`src/rtl/bram_fifo_ctrl_72_pkg.sv`:
```
// Shared constants and types for the 256x72 block-RAM FIFO controller.
// The optional watermark output is enabled by the macro BRAM_FIFO_WATERMARK_EN.
package bram_fifo_ctrl_72_pkg;
   localparam int FIFO_DEPTH = 256;
   localparam int FIFO_AW    = 8;
   localparam int FIFO_DW    = 72;
   localparam int FIFO_CW    = 9;
   localparam int OB_CW      = 2;

   typedef logic [FIFO_DW-1:0] word_t;

   // One RAM operation per cycle, chosen by the arbiter in the top.
   typedef enum logic [1:0] {
      OP_IDLE,
      OP_WRITE,
      OP_READ
   } ram_op_t;
endpackage

```
`src/rtl/bram_fifo_ctrl_72_if.sv`:
```
// Push and pop valid/ready streams of the block-RAM FIFO controller.
// master = producer/consumer side, slave = the FIFO.
interface bram_fifo_ctrl_72_if;
   import bram_fifo_ctrl_72_pkg::*;

   logic  push_valid;
   word_t push_data;
   logic  push_ready;
   logic  pop_valid;
   word_t pop_data;
   logic  pop_ready;

   modport master (
      output push_valid, push_data, pop_ready,
      input  push_ready, pop_valid, pop_data
   );

   modport slave (
      input  push_valid, push_data, pop_ready,
      output push_ready, pop_valid, pop_data
   );
endinterface

```
`src/rtl/bram_fifo_ctrl_72_skid.sv`:
```
// Two-entry in-order output buffer (bram_fifo_skid) behind the block RAM.
// Entry e0 is always the head; a load and a pop may share a cycle.
module bram_fifo_skid
   import bram_fifo_ctrl_72_pkg::*;
(
   input  logic             clk,
   input  logic             rst,
   input  logic             load,
   input  word_t            load_data,
   input  logic             pop,
   output logic             valid,
   output word_t            data,
   output logic [OB_CW-1:0] count
);

   word_t e0, e1;
   logic  take;

   assign valid = (count != '0);
   assign data  = e0;
   assign take  = pop & valid;

   // NOTE: non-blocking assignments here so every register samples the
   // pre-edge values of its neighbours (e0 <= e1 must see the old e1).
   always_ff @(posedge clk or negedge rst) begin
      if (!rst) begin
         // NOTE: only these two holding registers are reset so pop_data reads
         // zero in reset; the RAM array behind them is never cleared.
         e0    <= '0;
         e1    <= '0;
         count <= '0;
      end else begin
         case ({load, take})
            2'b10: begin
               if (count == '0) e0 <= load_data;
               else             e1 <= load_data;
               count <= count + OB_CW'(1);
            end
            2'b01: begin
               e0    <= e1;
               count <= count - OB_CW'(1);
            end
            2'b11: begin
               if (count == OB_CW'(1)) begin
                  e0 <= load_data;
               end else begin
                  e0 <= e1;
                  e1 <= load_data;
               end
            end
            default: ;
         endcase
      end
   end

endmodule

```
`src/rtl/bram_fifo_ctrl_72.sv`:
```
// First-word-fall-through FIFO built on a single-port 256x72 block RAM.
// Optional registered almost_full: define BRAM_FIFO_WATERMARK_EN.
module bram_fifo_ctrl_72
   import bram_fifo_ctrl_72_pkg::*;
#(
   parameter int AF_MARGIN = 8
) (
   input  logic               clk,
   input  logic               rst,
   bram_fifo_ctrl_72_if.slave bus,
   output logic               almost_full,
   output logic [FIFO_AW-1:0] ram_addr,
   output logic               ram_en,
   output logic               ram_we,
   output word_t              ram_wr,
   input  word_t              ram_rd
);

   logic [FIFO_AW-1:0] wptr, rptr;
   logic [FIFO_CW-1:0] ram_count, ram_count_nxt;
   logic               inflight;
   logic [OB_CW-1:0]   ob_count;
   ram_op_t            op;

   assign bus.push_ready = (ram_count != FIFO_CW'(FIFO_DEPTH));

   // Writes win so the capture side never stalls; reads only when the
   // skid buffer can absorb the word already in flight plus this one.
   always_comb begin
      // NOTE: default first so no path leaves op unassigned (no latch).
      op = OP_IDLE;
      if (rst && bus.push_valid && bus.push_ready)
         op = OP_WRITE;
      else if (rst && (ram_count != '0) && ((ob_count + OB_CW'(inflight)) < OB_CW'(2)))
         op = OP_READ;
   end

   always_comb begin
      ram_count_nxt = ram_count;
      case (op)
         OP_WRITE: ram_count_nxt = ram_count + FIFO_CW'(1);
         OP_READ:  ram_count_nxt = ram_count - FIFO_CW'(1);
         default:  ;
      endcase
   end

   assign ram_en   = (op != OP_IDLE);
   assign ram_we   = (op == OP_WRITE);
   assign ram_addr = (op == OP_READ) ? rptr : wptr;
   assign ram_wr   = bus.push_data;

   always_ff @(posedge clk or negedge rst) begin
      if (!rst) begin
         wptr      <= '0;
         rptr      <= '0;
         ram_count <= '0;
         inflight  <= 1'b0;
      end else begin
         if (op == OP_WRITE) wptr <= wptr + FIFO_AW'(1);
         if (op == OP_READ)  rptr <= rptr + FIFO_AW'(1);
         ram_count <= ram_count_nxt;
         inflight  <= (op == OP_READ);
      end
   end

   bram_fifo_skid u_skid (
      .clk       (clk),
      .rst       (rst),
      .load      (inflight),
      .load_data (ram_rd),
      .pop       (bus.pop_ready),
      .valid     (bus.pop_valid),
      .data      (bus.pop_data),
      .count     (ob_count)
   );

`ifdef BRAM_FIFO_WATERMARK_EN
   localparam logic [FIFO_CW-1:0] AF_LEVEL = FIFO_CW'(FIFO_DEPTH - AF_MARGIN);

   always_ff @(posedge clk or negedge rst) begin
      if (!rst) almost_full <= 1'b0;
      else      almost_full <= (ram_count_nxt >= AF_LEVEL);
   end
`else
   assign almost_full = 1'b0;
`endif

endmodule

```
`src/flat_wrapper.sv`:
```
// flat-port wrapper written by rule: the top's interface ports become plain ports
module bram_fifo_ctrl_72_flat import bram_fifo_ctrl_72_pkg::*;
#(
   parameter int AF_MARGIN = 8
)
  (clk, rst, almost_full, ram_addr, ram_en, ram_we, ram_wr, ram_rd, bus_push_valid, bus_push_data, bus_pop_ready, bus_push_ready, bus_pop_valid, bus_pop_data);
  bram_fifo_ctrl_72_if bus_i ();
  input  logic clk;
  input  logic rst;
  output logic almost_full;
  output logic [FIFO_AW-1:0] ram_addr;
  output logic ram_en;
  output logic ram_we;
  output word_t ram_wr;
  input  word_t ram_rd;
  input wire logic [$bits(bus_i.push_valid)-1:0] bus_push_valid;
  input wire logic [$bits(bus_i.push_data)-1:0] bus_push_data;
  input wire logic [$bits(bus_i.pop_ready)-1:0] bus_pop_ready;
  output wire logic [$bits(bus_i.push_ready)-1:0] bus_push_ready;
  output wire logic [$bits(bus_i.pop_valid)-1:0] bus_pop_valid;
  output wire logic [$bits(bus_i.pop_data)-1:0] bus_pop_data;
  assign bus_i.push_valid = bus_push_valid;
  assign bus_i.push_data = bus_push_data;
  assign bus_i.pop_ready = bus_pop_ready;
  assign bus_push_ready = bus_i.push_ready;
  assign bus_pop_valid = bus_i.pop_valid;
  assign bus_pop_data = bus_i.pop_data;
  bram_fifo_ctrl_72 #(.AF_MARGIN(AF_MARGIN)) u_core (.clk(clk), .rst(rst), .bus(bus_i), .almost_full(almost_full), .ram_addr(ram_addr), .ram_en(ram_en), .ram_we(ram_we), .ram_wr(ram_wr), .ram_rd(ram_rd));
endmodule
```
`config.mk`:
```
export PLATFORM = sky130hd
export DESIGN_NAME = bram_fifo_ctrl_72_flat
export DESIGN_NICKNAME = d
export VERILOG_FILES = /design/src/rtl/bram_fifo_ctrl_72_pkg.sv /design/src/rtl/bram_fifo_ctrl_72_if.sv /design/src/rtl/bram_fifo_ctrl_72_skid.sv /design/src/rtl/bram_fifo_ctrl_72.sv /design/src/flat_wrapper.sv
export SDC_FILE = /design/constraint.sdc
export NUM_CORES = 1
export LEC_CHECK = 0
export CORE_UTILIZATION = 45
export DETAILED_ROUTE_END_ITERATION = 8
export HOLD_SLACK_MARGIN = 0.08
export PLACE_DENSITY = 0.91
export SETUP_SLACK_MARGIN = 0.15
export SLEW_MARGIN = 15
export SYNTH_ARGS = -nofsm -noshare
export SYNTH_HDL_FRONTEND = slang
export SYNTH_HIERARCHICAL = 1
export SYNTH_SLANG_ARGS = --single-unit
```
`constraint.sdc`:
```
create_clock -name clk -period 4.5 [get_ports clk]
set_input_delay 0.675 -clock clk [delete_from_list [all_inputs] [get_ports clk]]
set_output_delay 0.675 -clock clk [all_outputs]
set_load 0.01 [all_outputs]
```
==> flow_metrics.tcl <==
set metrics [dict create \
    status "finished clean" \
    synthCells 802 \
    root_buffer "clkbuf_16" \
    antenna_left 0 \
    cp.required_ps 3830 \
    arrival_ps 3210 \
    grt_max_degree 83 \
    antenna_found_initial 0 \
    rsz0062_at_grt "false" \
    antennaDiodeCount 0 \
    crit_path_end_kind "output pin" \
    final_nets 1021 \
    synth_seq_area_share_pct 49.1 \
    synth_seq_cells 172 \
    drv_slew 0 \
    crit_family "buffers and inverters" \
    p_sw_share_pct 35.8 \
    max_cap_violations 0 \
    slowest_delay_ps 600 \
    fill_cells 1564 \
    synth_edf_count 0 \
    syn_area_per_cell_sq_um 10.9 \
    clock_latency_ps 430 \
    htreeDepth 4 \
    drt_iter0_drc 367 \
    path_clk_slew_ps 70 \
    powerDensity_mw_per_mm2 737 \
    multi_input_area_sq_mm 0.00354 \
    finalCriticalPeriod_ps 3890 \
    finalCritPeriodShare_pct 86.4 \
    ys_types 49 \
    syn-num-nets 962 \
    seq_area_sq_mm 0.00430 \
    p_int_mw 4.98 \
    tightest_slew_ps 997 \
    die_width_um 142 \
    die_h_um 142 \
    path_max_fanout 24 \
    fmax_mhz 257 \
    p_sw_mw 2.78 \
    skew_ps 12.6 \
    finalInstanceArea_sq_mm 0.0105 \
    grt_pass1_vias 6308 \
    routed_wl_mm 20.1 \
    syn_to_final_growth_pct 19.8 \
    grt-ovfl-total 0 \
    drt-pass1-iter-count 4 \
    clockPowerShare_pct 18.3 \
    initial_core_util_pct 46.4 \
    cpMaxStageDelayCell "dlygate4sd3_1" \
    cts_buffers 17 \
    p_leak_nw 4.42 \
    yosysWarnings 6 \
    slew-limit-headroom_pct 33.5 \
    grt_pass1_wl_mm 32.5 \
    synthesis.area_sq_mm 0.00877 \
    hold_violations 0 \
    place_congestion 0.800 \
    numPortBuffers 159 \
    comb_power_share_pct 44.7 \
    post-route-drc-count 0 \
    row_count 50 \
    cts_tree "yes" \
    hpwl_mm 12.8 \
    core_sq_mm 0.0189 \
    cts_max_path_buffers 2 \
    clkSinkCount 172 \
    finalSetupViolCount 0 \
    synthFlopType "dfrtp_1" \
    dieArea_sq_mm 0.0201 \
    track_usage_pct 20.6 \
    ir_drop_uv 362 \
    fin_setup_tns_ps 0 \
    vias 6253 \
    crit_chain "dlygate4sd3_1 > buf_6 > o21ai_0 > nor3_2 > buf_4 > mux2_2 > clkdlybuf4s50_1" \
    worstHoldPathType "reg2reg" \
    async_reset_ff_share_pct 100 \
    num_io_pins 305 \
    path_buf_inv 4 \
    drive_above_1_share_pct 16.6 \
    vias_per_cell 5.51 \
    path_class "in2out" \
    wl_per_cell_um 17.7 \
    dpl-instance-area_sq_mm 0.00992 \
    cp-start-kind "input port" \
    seqPwrFrac_pct 37.0 \
]
[kinds of logic (layout without fill, tap and decap cells)]
| group | Yosys count | in the layout | share of synthesized area, % |
|---|---|---|---|
| multiplexers | 85 | 85 | 13.9 |
| flip-flops | 172 | 172 | 49.1 |
| other | 1 | 1 | 0.0427 |
| buffers and inverters | 142 | 214 | 10.9 |
| adder cells (fa/ha/maj) | 12 | 12 | 1.71 |
| XOR/XNOR | 23 | 23 | 2.30 |
| AND/OR/NAND/NOR | 123 | 123 | 6.55 |
| AO/OA/AOI/OAI | 244 | 244 | 15.6 |
[worst paths after layout]
kind	start	to	slack, ps	cells after the start
worst max register to register	u_core/ram_count[4]	u_core/ram_count[8]	1220	11
worst min register to register	u_core/wptr[7]	u_core/wptr[7]	490	1
worst min-delay path	u_core/wptr[7]	u_core/wptr[7]	490	1
max in group asynchronous	rst	u_core/u_skid/data[38]	1620	4
worst max-delay path	rst	ram_addr[4]	610	7
min in group asynchronous	rst	u_core/wptr[2]	740	2
[metal layers]
layer | GRT usage, % | part of all wire (%)
met3 | 6.72 | 7.7
met1 | 26.4 | 43
met4 | 7.53 | 2.0
met5 | 0 | 0
met2 | 32.5 | 48
[through the flow]
| step | instances | power, mW | utilization (%) | hold WS (ps) | setup slack [ps] |
|---|---|---|---|---|---|
| 2_1_floorplan | 802 | 5.14 | - | 379 | 1580 |
| 3_3_place_gp | 1101 | 6.18 | 52.5 | 468 | 1060 |
| 3_5_place_dp | 1101 | 6.34 | 52.5 | 470 | 989 |
| 4_1_cts | 1134 | 7.80 | 55.6 | 483 | 602 |
| 5_1_grt | 1134 | 8.24 | 55.6 | 514 | 459 |
| 6_report | 1134 | 7.75 | 55.6 | 492 | 611 |
[cell usage in the layout (no fill, tap or decap), types with 13 or more instances in the layout]
master             n
dfrtp_1          172
mux2_2            13
clkdlybuf4s50_1  158
o21ai_0          150
xnor2_1           17
mux2_4            71
clkbuf_16         17
a31oi_1           74
nor2_1            79
[cell usage after synthesis, drive strengths merged (2+ instances only)]
| cell type | n | area [sq um] |
|---|---|---|
| dfrtp | 172 | 4300 |
| o21ai | 155 | 783 |
| buf | 92 | 766 |
| mux2 | 84 | 1210 |
| nor2 | 80 | 300 |
| a31oi | 74 | 463 |
| clkbuf | 41 | 154 |
| xnor2 | 17 | 149 |
| ha | 12 | 150 |
| inv | 9 | 33.8 |
| nand2 | 8 | 30.0 |
| and3 | 7 | 43.8 |
| nand4 | 6 | 37.5 |
| xor2 | 6 | 52.6 |
| nand3 | 5 | 25.0 |
| a21oi | 4 | 20.0 |
| nor3 | 4 | 25.0 |
| nor2b | 3 | 18.8 |
| and2 | 2 | 15.0 |
| and4 | 2 | 17.5 |
| nor4 | 2 | 18.8 |
| o31ai | 2 | 20.0 |
[worst register-to-register path, delay by kind of cell, from the launching register on]
| family | cells | cell delay [ps] |
|---|---|---|
| xor+xnor | 2 | 340 |
| fa+ha+maj | 1 | 290 |
| flops | 1 | 460 |
| buf+inv | 1 | 310 |
| simple gates | 4 | 1160 |
| compound gates | 3 | 640 |
[state kept, by name (all words and copies together), names as in the netlist]
name and count:
u_core/u_skid/data 72, u_core/u_skid/e1 72, u_core/ram_count 9, u_core/rptr 8, u_core/wptr 8, u_core/u_skid/count 2, u_core/inflight 1
[power groups by stage]
stage	clock network [mW]	registers, mW	logic (mW)
floorplan	0	2.88	2.26
global placement	0	2.84	3.34
detailed placement	0	2.87	3.47
CTS	1.45	2.86	3.48
global route	1.52	2.97	3.75
finish	1.42	2.87	3.47
[final cells by class]
| class | count | share of cell area (%) |
|---|---|---|
| flip-flops and latches | 172 | 40.9 |
| multi-input cells | 488 | 33.7 |
| repair buffers | 173 | 16.4 |
| clock buffers | 17 | 4.05 |
| well taps | 260 | 3.09 |
| clock inverters | 15 | 1.48 |
| inverters | 9 | 0.321 |
[what timing repair did]
item / 4_1_cts / 5_1_grt
hold endpoints to repair: 17 / 0
gates resized for setup: 0 / 0
hold buffers: 1 / 0
buffers inserted: 0 / 0
Note: power is estimated with default switching activity, not from simulation.
